`src/rtl/uart_tx_pkg.sv`:
```
// uart_tx_pkg: register offsets, bit indices and serializer states shared by the UART TX target
package uart_tx_pkg;
    localparam logic [3:0] OFF_TXDATA  = 4'h0;
    localparam logic [3:0] OFF_STATUS  = 4'h4;
    localparam logic [3:0] OFF_DIVISOR = 4'h8;
    localparam logic [3:0] OFF_CTRL    = 4'hC;
    localparam int ST_BUSY  = 0;
    localparam int ST_FULL  = 1;
    localparam int ST_EMPTY = 2;
    localparam int ST_OVF   = 3;
    localparam int CTRL_TX_EN   = 0;
    localparam int CTRL_IRQ_EN  = 1;
    localparam int CTRL_OVF_CLR = 2;
    typedef enum logic [1:0] {IDLE, START, DATA, STOP} state_e;
endpackage

```
`src/rtl/uart_tx_fifo.sv`:
```
// uart_tx_fifo: synchronous first-word-fall-through FIFO; pushes when full and pops when empty are ignored
module uart_tx_fifo #(
    parameter int DEPTH = 8,
    parameter int WIDTH = 8
) (
    input  logic                       clk,
    input  logic                       rst,
    input  logic                       push,
    input  logic                       pop,
    input  logic [WIDTH-1:0]           din,
    output logic [WIDTH-1:0]           dout,
    output logic                       full,
    output logic                       empty,
    output logic [$clog2(DEPTH):0]     level
);
    localparam int AW = $clog2(DEPTH);
    logic [WIDTH-1:0] mem_q [DEPTH];
    logic [AW-1:0] wr_q, wr_d, rd_q, rd_d;
    logic [AW:0] cnt_q, cnt_d;
    logic do_push, do_pop;
    assign full = cnt_q == DEPTH[AW:0];
    assign empty = cnt_q == '0;
    assign level = cnt_q;
    assign dout = mem_q[rd_q];
    assign do_push = push & !full;
    assign do_pop = pop & !empty;
    always_comb begin
        wr_d = wr_q + AW'(do_push);
        rd_d = rd_q + AW'(do_pop);
        cnt_d = cnt_q + (AW+1)'(do_push) - (AW+1)'(do_pop);
    end
    always_ff @(posedge clk) begin
        if (do_push) mem_q[wr_q] <= din;
    end
    always_ff @(posedge clk or posedge rst) begin
        if (rst) begin
            wr_q <= '0;
            rd_q <= '0;
            cnt_q <= '0;
        end else begin
            wr_q <= wr_d;
            rd_q <= rd_d;
            cnt_q <= cnt_d;
        end
    end
endmodule

```
`src/rtl/uart_tx_target.sv`:
```
// uart_tx_target: memory-mapped 8N1 UART transmitter with TX FIFO, divisor, control and status registers
module uart_tx_target import uart_tx_pkg::*; #(
    parameter logic [15:0] BASE_ADDR   = 16'hF000,
    parameter int          FIFO_DEPTH  = 8,
    parameter logic [15:0] DEFAULT_DIV = 16'd103
) (
    input  logic        clk,
    input  logic        rst,
    input  logic        wen,
    input  logic        ren,
    input  logic [15:0] addr,
    input  logic [31:0] wdata,
    output logic [31:0] rdata,
    output logic        sel,
    output logic        tx,
    output logic        irq
);
    localparam int LW = $clog2(FIFO_DEPTH) + 1;
    logic [3:0] off;
    logic wr, push, pop, full, empty, start_ok, bit_end;
    logic [7:0] dout;
    logic [LW-1:0] level;
    state_e state_q, state_d;
    logic [15:0] timer_q, timer_d, div_q, div_d;
    logic [2:0] bit_q, bit_d;
    logic [7:0] shift_q, shift_d;
    logic [1:0] ctrl_q, ctrl_d;
    logic tx_q, tx_d, irq_q, irq_d, ovf_q, ovf_d;
    assign sel = addr[15:4] == BASE_ADDR[15:4];
    assign off = addr[3:0];
    assign wr = wen & sel & (addr[1:0] == 2'b00);
    assign push = wr & (off == OFF_TXDATA);
    assign start_ok = ctrl_q[CTRL_TX_EN] & !empty;
    assign bit_end = (state_q != IDLE) & (timer_q == '0);
    assign tx = tx_q;
    assign irq = irq_q;
    uart_tx_fifo #(.DEPTH(FIFO_DEPTH), .WIDTH(8)) u_fifo (
        .clk(clk), .rst(rst), .push(push), .pop(pop), .din(wdata[7:0]),
        .dout(dout), .full(full), .empty(empty), .level(level)
    );
    always_comb begin
        div_d = (wr && off == OFF_DIVISOR) ? wdata[15:0] : div_q;
        ctrl_d = (wr && off == OFF_CTRL) ? wdata[1:0] : ctrl_q;
        ovf_d = (push & full) | (ovf_q & !(wr && off == OFF_CTRL && wdata[CTRL_OVF_CLR]));
        irq_d = ctrl_q[CTRL_IRQ_EN] & empty & (state_q == IDLE);
    end
    always_comb begin
        state_d = state_q;
        timer_d = (state_q == IDLE) ? timer_q : (bit_end ? div_q : timer_q - 16'd1);
        bit_d = bit_q;
        shift_d = shift_q;
        tx_d = tx_q;
        pop = 1'b0;
        if (bit_end) begin
            case (state_q)
                START: begin
                    state_d = DATA;
                    tx_d = shift_q[0];
                    shift_d = shift_q >> 1;
                    bit_d = 3'd0;
                end
                DATA: begin
                    state_d = (bit_q == 3'd7) ? STOP : DATA;
                    tx_d = (bit_q == 3'd7) ? 1'b1 : shift_q[0];
                    shift_d = shift_q >> 1;
                    bit_d = bit_q + 3'd1;
                end
                default: state_d = IDLE;
            endcase
        end
        // A finishing stop bit chains straight into the next start bit
        if (start_ok && (state_q == IDLE || (state_q == STOP && bit_end))) begin
            pop = 1'b1;
            shift_d = dout;
            tx_d = 1'b0;
            state_d = START;
            timer_d = div_q;
        end
    end
    always_comb begin
        rdata = '0;
        if (sel && ren && addr[1:0] == 2'b00)
            rdata = (off == OFF_STATUS)  ? {16'h0, 8'(level), 4'h0, ovf_q, empty, full, state_q != IDLE} :
                    (off == OFF_DIVISOR) ? {16'h0, div_q} :
                    (off == OFF_CTRL)    ? {30'h0, ctrl_q} : 32'h0;
    end
    always_ff @(posedge clk or posedge rst) begin
        if (rst) begin
            state_q <= IDLE;
            timer_q <= '0;
            bit_q <= '0;
            shift_q <= '0;
            tx_q <= 1'b1;
            irq_q <= 1'b0;
            ovf_q <= 1'b0;
            div_q <= DEFAULT_DIV;
            ctrl_q <= '0;
        end else begin
            state_q <= state_d;
            timer_q <= timer_d;
            bit_q <= bit_d;
            shift_q <= shift_d;
            tx_q <= tx_d;
            irq_q <= irq_d;
            ovf_q <= ovf_d;
            div_q <= div_d;
            ctrl_q <= ctrl_d;
        end
    end
endmodule

```
`config.mk`:
```
export PLATFORM = sky130hd
export DESIGN_NAME = uart_tx_target
export DESIGN_NICKNAME = d
export VERILOG_FILES = /design/src/rtl/uart_tx_pkg.sv /design/src/rtl/uart_tx_fifo.sv /design/src/rtl/uart_tx_target.sv
export SDC_FILE = /design/constraint.sdc
export NUM_CORES = 1
export LEC_CHECK = 0
export ABC_AREA = 1
export CORE_MARGIN = 4
export CORE_UTILIZATION = 40
export CTS_CLUSTER_DIAMETER = 50
export DETAILED_ROUTE_END_ITERATION = 16
export PLACE_DENSITY = 0.6
export RECOVER_POWER = 100
export SYNTH_ARGS = -nofsm -noshare
export SYNTH_HDL_FRONTEND = slang
export SYNTH_SLANG_ARGS = --single-unit
```
`constraint.sdc`:
```
create_clock -name clk -period 2.7 [get_ports clk]
set_input_delay 0.54 -clock clk [delete_from_list [all_inputs] [get_ports clk]]
set_output_delay 0.54 -clock clk [all_outputs]
set_load 0.02 [all_outputs]
```
* Word-level counts from Yosys, hierarchy flattened
Memory sizes are Yosys's and may differ from the RTL's.
Cells that the tools add are included.
** Storage, ports and cells
- Input port bits :: 52
- Output and inout port bits :: 35
- Bits in writable memories :: 64
- Register bits after elaboration :: 60
- Memories kept :: 1
** Memory list
- u_fifo.mem_q :: depth 8, bits a word 8, read ports 1, clocked after memory_dff 0, write ports 1, RTL line uart_tx_fifo.sv:17 : logic [WIDTH-1:0] mem_q [DEPTH];
** Cells by class
- Mux-type cells :: 22
- Equality and inequality tests :: 10
- Add/subtract/negate cells :: 6
- Reduce and logical (&&, ||, !) cells :: 25
- Bitwise operators :: 12
** Operator list (number)
- 2-to-1 mux 16 bit :: 5
- 2-to-1 mux 32 bit :: 1
- 2-to-1 mux 8 bit :: 3
- zero test 16 bit :: 1
- subtractor 16 x 1 -> 16 bit (second input constant) :: 1
- equality test 12 bit (second input constant) :: 1
- equality test 4 bit (second input constant) :: 3
- AND 1 bit :: 11
- zero test 4 bit :: 2
- nonzero test 2 bit :: 4
- logical AND 1 bit :: 7
- 2-to-1 mux 1 bit :: 7
- adder 3 x 1 -> 3 bit :: 2
- 2-to-1 mux 2 bit :: 3
- case mux 3 bit (2 select lines) :: 1
- AND reduction 2 bit :: 3
- adder 4 x 1 -> 4 bit :: 1
- equality test 2 bit (second input constant) :: 2
- equality test 4 x 3 -> 1 bit (second input constant) :: 1
- zero test 2 bit :: 2
- case mux 2 bit (2 select lines) :: 1
- subtractor 4 x 1 -> 4 bit :: 1
- adder 3 x 1 -> 3 bit (second input constant) :: 1
- equality test 3 bit (second input constant) :: 1
- other kinds (8) :: 10

* Longest topological paths before layout
- Depth after elaboration :: 8
- Mapped depth :: 17
- Depth with buffers taken out :: 16

* Modules after synthesis
A second synthesis with hierarchy kept.
** Unflattened totals
- Cells, all modules :: 819
- Area total of the unflattened synthesis :: 6807.8 µm²
** By module, submodules not included
- uart_tx_fifo :: instances 1, area an instance 3434.5 µm², sequential area each 2172.1 µm², cells each 338
- uart_tx_target :: instances 1, area an instance 3373.2 µm², sequential area each 1258.7 µm², cells each 481

* Worst setup path before layout
No wires, ideal clock.
- Path type :: input-to-output
- Start :: input addr[1]
- End :: output rdata[0]
- Path buffers :: 0
- Data arrival time :: 1.865 ns
- Cell stages on the path :: 7
- Data required time :: 2.160 ns
- Path slack :: 0.295 ns
- Path through :: nor2_1 -> inv_1 -> nor3_2 -> inv_1 -> o21ai_0 -> a21oi_1 -> a211oi_1
** Between the ends
- Word-level cells in the longest chain between the ends :: 5
- Elaborated cells between the ends (all ways) :: 9
** Ends and longest elaborated chain
- start, declared :: RTL line uart_tx_target.sv:11 : input logic [15:0] addr,
- equality test 4 bit :: RTL line uart_tx_target.sv:85 : (off == OFF_CTRL) ? {30'h0, ctrl_q} : 32'h0;
- 2-to-1 mux 2 bit :: RTL line uart_tx_target.sv:85
- 2-to-1 mux 16 bit :: RTL line uart_tx_target.sv:84 : (off == OFF_DIVISOR) ? {16'h0, div_q} :
- 2-to-1 mux 16 bit :: RTL line uart_tx_target.sv:83 : rdata = (off == OFF_STATUS) ? {16'h0, 8'(level), 4'h0, ovf_q, empty, full, state_q != IDLE} :
- 2-to-1 mux 32 bit * :: RTL line uart_tx_target.sv:82 : if (sel && ren && addr[1:0] == 2'b00)
- end, declared :: RTL line uart_tx_target.sv:13 : output logic [31:0] rdata,
Mark *: on every way between the ends. The rest lies on a longest branch, timed or not.

* Worst setup path after layout
- Start :: input addr[1]
- End :: output rdata[12]
** Between the ends
- Word-level cells in the longest chain between the ends :: 4
- Elaborated cells between the ends (all ways) :: 7
** Ends and longest elaborated chain (RTL line)
- equality test 4 bit :: uart_tx_target.sv:84
- 2-to-1 mux 16 bit :: uart_tx_target.sv:84
- 2-to-1 mux 16 bit :: uart_tx_target.sv:83
- 2-to-1 mux 32 bit * :: uart_tx_target.sv:82
Marks and branches as above.

==> results.md <==
Clock tree:
- The cell at the root of the clock tree is sky130_fd_sc_hd__clkbuf_16.
- The buffer count from post-CTS setup fixing is 0.
- TritonCTS built the clock tree.
- The H-tree generated during clock tree synthesis spans 4 levels.
- The number of clock buffers added by TritonCTS is 17.
- For this design, the sink count on the clock tree is 124.
- The clock passes through at most 2 buffers.
- The number of hold buffers added after CTS was 0.
- The clock-pin transition on the worst setup and hold timing paths is 0.06 ns.
- The clock reaches the later pin of the worst-skew pair after 0.42 ns.

Logic synthesis:
- Dividing the synthesized area by the synthesized cell count gives 8.73 sq um.
- Summed over all instances, the cell type with the most area after synthesis is sky130_fd_sc_hd__edfxtp_1.
- After synthesis, the share of flip-flops with an asynchronous set or reset is 0.484.
- Among all flip-flop cells after synthesis, the most frequent one is sky130_fd_sc_hd__edfxtp_1.
- The total number of yosys warnings is 0.
- The mapped netlist covers 0.00651 sq mm.
- Ranked by total cell area, the synthesized netlist is headed by sky130_fd_sc_hd__edfxtp_1 (30%), sky130_fd_sc_hd__dfrtp_1 (21%), sky130_fd_sc_hd__nand2_1 (12%), sky130_fd_sc_hd__nor2_1 (5.1%), sky130_fd_sc_hd__o21ai_0 (4.8%).
- The proportion of netlist area held by the largest area contributor is 0.295.
- The register bit total from synthesis is 124.
- Of the synthesized area, sequential elements account for 0.527.
- Yosys mapped a number of flops with a built-in enable equal to 64.
- In the synthesized netlist, the number of instances is 746.
- The count of distinct cell types in the synthesized netlist is 39.

Worst setup path:
- The reg-to-reg setup timing slack is 0.22 ns.
- Data on the critical path is required at its endpoint by 2.16 ns.
- The worst setup path is launched from an input pin.
- The endpoint identified for the worst register-to-register timing path is timer_q[13]$_DFFE_PP0P_.
- The arrival time at the worst endpoint is 2.02 ns.
- The number of cells on the worst reg-to-reg path is 10.
- The start-to-end type of the worst setup path is in2out.
- The reg-to-reg critical path startpoint is state_q[0]$_DFFE_PP0P_.
- In this run the worst path has a maximum fanout of 14.
- The kind of capture point of the worst setup path is an output port.

Global route:
- The wire length of the first global-routing pass is 24100 microns.
- The number of global-route vias before repair was 4863.
- The total global-route track usage is 0.167.
- The leftover overflow at the end of global routing is 0.
- The maximum number of pins on one net before global-route repair is 39.
- The number of antenna violations at the first check in global routing is 0.

Timing:
- At the pin with the least slew margin, the transition time is 0.965 ns.
- The setup skew after layout is 0.00614 ns.
- Based on the critical path, the design can be clocked at up to 391 MHz.
- Hold is met by 0.496 ns.
- In the finished design, the share of the clock period the worst path needs comes to 0.947.
- The clock period minus final worst setup slack is 2.56 ns.
- The worst max-slew margin expressed relative to the limit is 0.357.
- The setup TNS is 0 ns.
- The final count of hold timing violations came to 0.
- Setup repair after global routing left no endpoint under its margin.
- The final count of negative-setup-slack endpoints is 0.
- The max-slew violation count is 0.

Floorplan:
- The overall die width is 136 microns.
- The chip height is 136 microns.
- The initial cell density of the core is 0.408.
- After floorplanning, the core was sized to cover 0.0159 sq mm.
- The number of I/O pins is 87.
- The total die area is 0.0184 sq mm.
- The floorplan has 46 rows.

Cells and area:
- The number of antenna diodes is 0.
- The fraction of final layout cells with drive strength greater than 1 is 0.131.
- Measured on the finished design, the core utilization comes to 0.483.
- The layout-stage area growth over the synthesis result is 18.4%.
- The final layout contains 889 nets.
- The fill cell total of the finished layout is 1533.

Route:
- The iteration-0 DRC count of the detailed router is 311.
- The number of DRC violations after detailed routing is 0.
- The routed via count is 5100.
- Dividing the detail-routed wire length by the instance count gives 13.9 microns.
- The first detailed-routing pass took 5 iterations.
- Once detail routing completed, the nets flagged for antenna violations numbered 0.
- After detailed routing, the number of vias per cell comes to 4.86.
- After detailed routing, the total wire length is 14600 microns.

Flow run:
- The number of maximum-capacitance constraint violations is 0.

Pwr:
- The net switching power is 1.13 mW.
- Summed over all cells, the static leakage comes to 3.39 nW.
- The share of total power dissipated in sequential elements is 0.463.
- Of the total power, combinational logic draws 0.057.
- Of the total power, the share spent switching nets is 0.253.
- The total power density per cell area is 577 mW/mm^2.
- The internal power of the cells totals 3.32 mW.
- The worst supply voltage drop on vdd is 0.417 mV.
- The share of total power dissipated in the clock network is 0.480.

Worst hold path:
- The start point of the worst hold path is tx$_DFFE_PP1P_.
- The worst hold path cell count is 2.
- The worst hold path class is reg2reg.
- The worst hold path terminates at tx$_DFFE_PP1P_.

Placed design:
- Routability-driven placement finished with a final weighted congestion of 0.858.
- Once detailed placement completed, the half-perimeter wirelength came to 10400 microns.
- The quantity of I/O buffers inserted on ports is 54.

Run status:
- The run finished with clean final reports.
## area by class of cell
cell class	instances	area, sq um	share of cell area
Clock buffer	17	425	0.0552
Clock inverter	15	126	0.0164
Inverter	66	248	0.0321
Multi-Input combinational cell	529	2550	0.331
Sequential cell	124	3430	0.445
Tap cell	216	270	0.0351
Timing Repair Buffer	83	656	0.0851
## power groups by stage
stage / Clock (mW) / Sequential (mW) / Combinational, mW
after floorplan: 0 / 2.08 / 0.172
after global placement: 0 / 2.09 / 0.255
after detailed placement: 0 / 2.10 / 0.259
after CTS: 2.16 / 2.06 / 0.261
after global routing: 2.25 / 2.06 / 0.289
final: 2.13 / 2.06 / 0.255
## critical path, cell delays in order
cell and delay [ns]:
sky130_fd_sc_hd__clkdlybuf4s50_1 0.44, sky130_fd_sc_hd__nor2_4 0.15, sky130_fd_sc_hd__buf_4 0.12, sky130_fd_sc_hd__nand2_1 0.04
sky130_fd_sc_hd__nor2_1 0.11, sky130_fd_sc_hd__inv_1 0.10, sky130_fd_sc_hd__buf_12 0.16, sky130_fd_sc_hd__nor3_1 0.16
sky130_fd_sc_hd__clkbuf_2 0.21
## cells in the mapped netlist (2+ instances only)
cell type and number:
sky130_fd_sc_hd__a21oi_1 13, sky130_fd_sc_hd__inv_1 61, sky130_fd_sc_hd__nor2_1 88, sky130_fd_sc_hd__clkbuf_1 12, sky130_fd_sc_hd__xor2_1 2, sky130_fd_sc_hd__nor2_8 2
sky130_fd_sc_hd__nor2_4 4, sky130_fd_sc_hd__nand3_2 7, sky130_fd_sc_hd__o21ai_0 63, sky130_fd_sc_hd__ha_1 15, sky130_fd_sc_hd__buf_2 7, sky130_fd_sc_hd__a32o_1 2
sky130_fd_sc_hd__nand2_2 4, sky130_fd_sc_hd__xnor2_1 2, sky130_fd_sc_hd__dfrtp_1 54, sky130_fd_sc_hd__nor3_1 10, sky130_fd_sc_hd__nand3b_1 4, sky130_fd_sc_hd__buf_4 17
sky130_fd_sc_hd__edfxtp_1 64, sky130_fd_sc_hd__nand2_4 3, sky130_fd_sc_hd__nand3_4 2, sky130_fd_sc_hd__o21ai_1 11, sky130_fd_sc_hd__nand4_1 7, sky130_fd_sc_hd__inv_2 4
sky130_fd_sc_hd__dfstp_2 6, sky130_fd_sc_hd__nand2_1 215, sky130_fd_sc_hd__buf_6 5, sky130_fd_sc_hd__nand3_1 41, sky130_fd_sc_hd__nor3_2 2, sky130_fd_sc_hd__nor2_2 9
sky130_fd_sc_hd__a211oi_1 2
## sequential cells by signal (all words and copies together), names as in the netlist
signal	count
bit_q	3
ctrl_q	2
div_q	16
irq	1
ovf_q	1
shift_q	8
state_q	2
timer_q	16
tx	1
u_fifo.level	4
u_fifo.mem_q	64
u_fifo.rd_q	3
u_fifo.wr_q	3
## per-layer routing
metal / vias up / share of wire / global-route usage
li1: 2553 / - / -
met5: - / 0 / 0
met4: 0 / 0.012 / 0.0582
met1: 2401 / 0.47 / 0.229
met3: 15 / 0.054 / 0.0409
met2: 131 / 0.47 / 0.259
## cell families (layout without fill, tap and decap cells)
group                    Yosys count  after routing  share of synthesized area
flip-flops                       124            124                      0.527
buffers and inverters            108            181                     0.0813
AO/OA/AOI/OAI                     95             95                     0.0786
AND/OR/NAND/NOR                  398            398                      0.275
XOR/XNOR                           4              4                    0.00538
other                              1             16                   0.000576
adder cells (fa/ha/maj)           16             16                     0.0319
## layout by cell type (no fill, tap or decap), types with 5 or more instances in the layout
master	synthesis	final
sky130_fd_sc_hd__buf_4	17	14
sky130_fd_sc_hd__clkbuf_1	12	6
sky130_fd_sc_hd__conb_1	1	16
sky130_fd_sc_hd__clkbuf_2	0	17
sky130_fd_sc_hd__clkbuf_16	0	17
sky130_fd_sc_hd__nor2_2	9	8
sky130_fd_sc_hd__dlygate4sd3_1	0	11
sky130_fd_sc_hd__nand3_2	7	7
sky130_fd_sc_hd__nor3_1	10	11
sky130_fd_sc_hd__dfrtp_1	54	54
sky130_fd_sc_hd__o21ai_0	63	66
sky130_fd_sc_hd__edfxtp_1	64	64
sky130_fd_sc_hd__inv_6	0	6
sky130_fd_sc_hd__clkbuf_4	0	5
sky130_fd_sc_hd__nor2_4	4	5
sky130_fd_sc_hd__nand4_1	7	7
sky130_fd_sc_hd__nor2_1	88	89
sky130_fd_sc_hd__nand3_1	41	43
sky130_fd_sc_hd__nand2_1	215	218
sky130_fd_sc_hd__dfstp_2	6	6
sky130_fd_sc_hd__o21ai_1	11	8
sky130_fd_sc_hd__clkdlybuf4s50_1	0	26
sky130_fd_sc_hd__a21oi_1	13	13
sky130_fd_sc_hd__inv_1	61	63
sky130_fd_sc_hd__ha_1	15	15
## what timing repair did
action | in CTS | in global routing
endpoints found under the setup margin | 16 | 17
gates cloned | 0 | 0
hold endpoints to repair | 0 | 0
pin swaps | 0 | 0
gates resized for setup | 22 | 42
## metrics by stage
step           instances  power [mW]  setup slack (ns)  cell area [sq um]
6_report            1050        4.45             0.143               7710
5_1_grt             1050        4.60            0.0111               7710
4_1_cts             1050        4.48           0.00167               7880
3_5_place_dp        1018        2.35            -0.376               7340
3_3_place_gp        1018        2.35            -0.355               7340
2_1_floorplan        761        2.25             0.295               6570
## worst max-delay path by stage
stage                                               to  cells past startpoint  slack (ns)  startpoint
after floorplan                               rdata[0]                      7        0.30     addr[1]
after global placement                        rdata[0]                      9       -0.36     addr[1]
after detailed placement                      rdata[1]                      9       -0.38     addr[1]
after CTS                                     rdata[3]                      9       0.002     addr[1]
after global routing      u_fifo.mem_q[3][7]$_DFFE_PP_                     13        0.01     addr[9]
final                                        rdata[12]                      9        0.14     addr[1]
No activity file was read; power rests on OpenSTA's default activity.
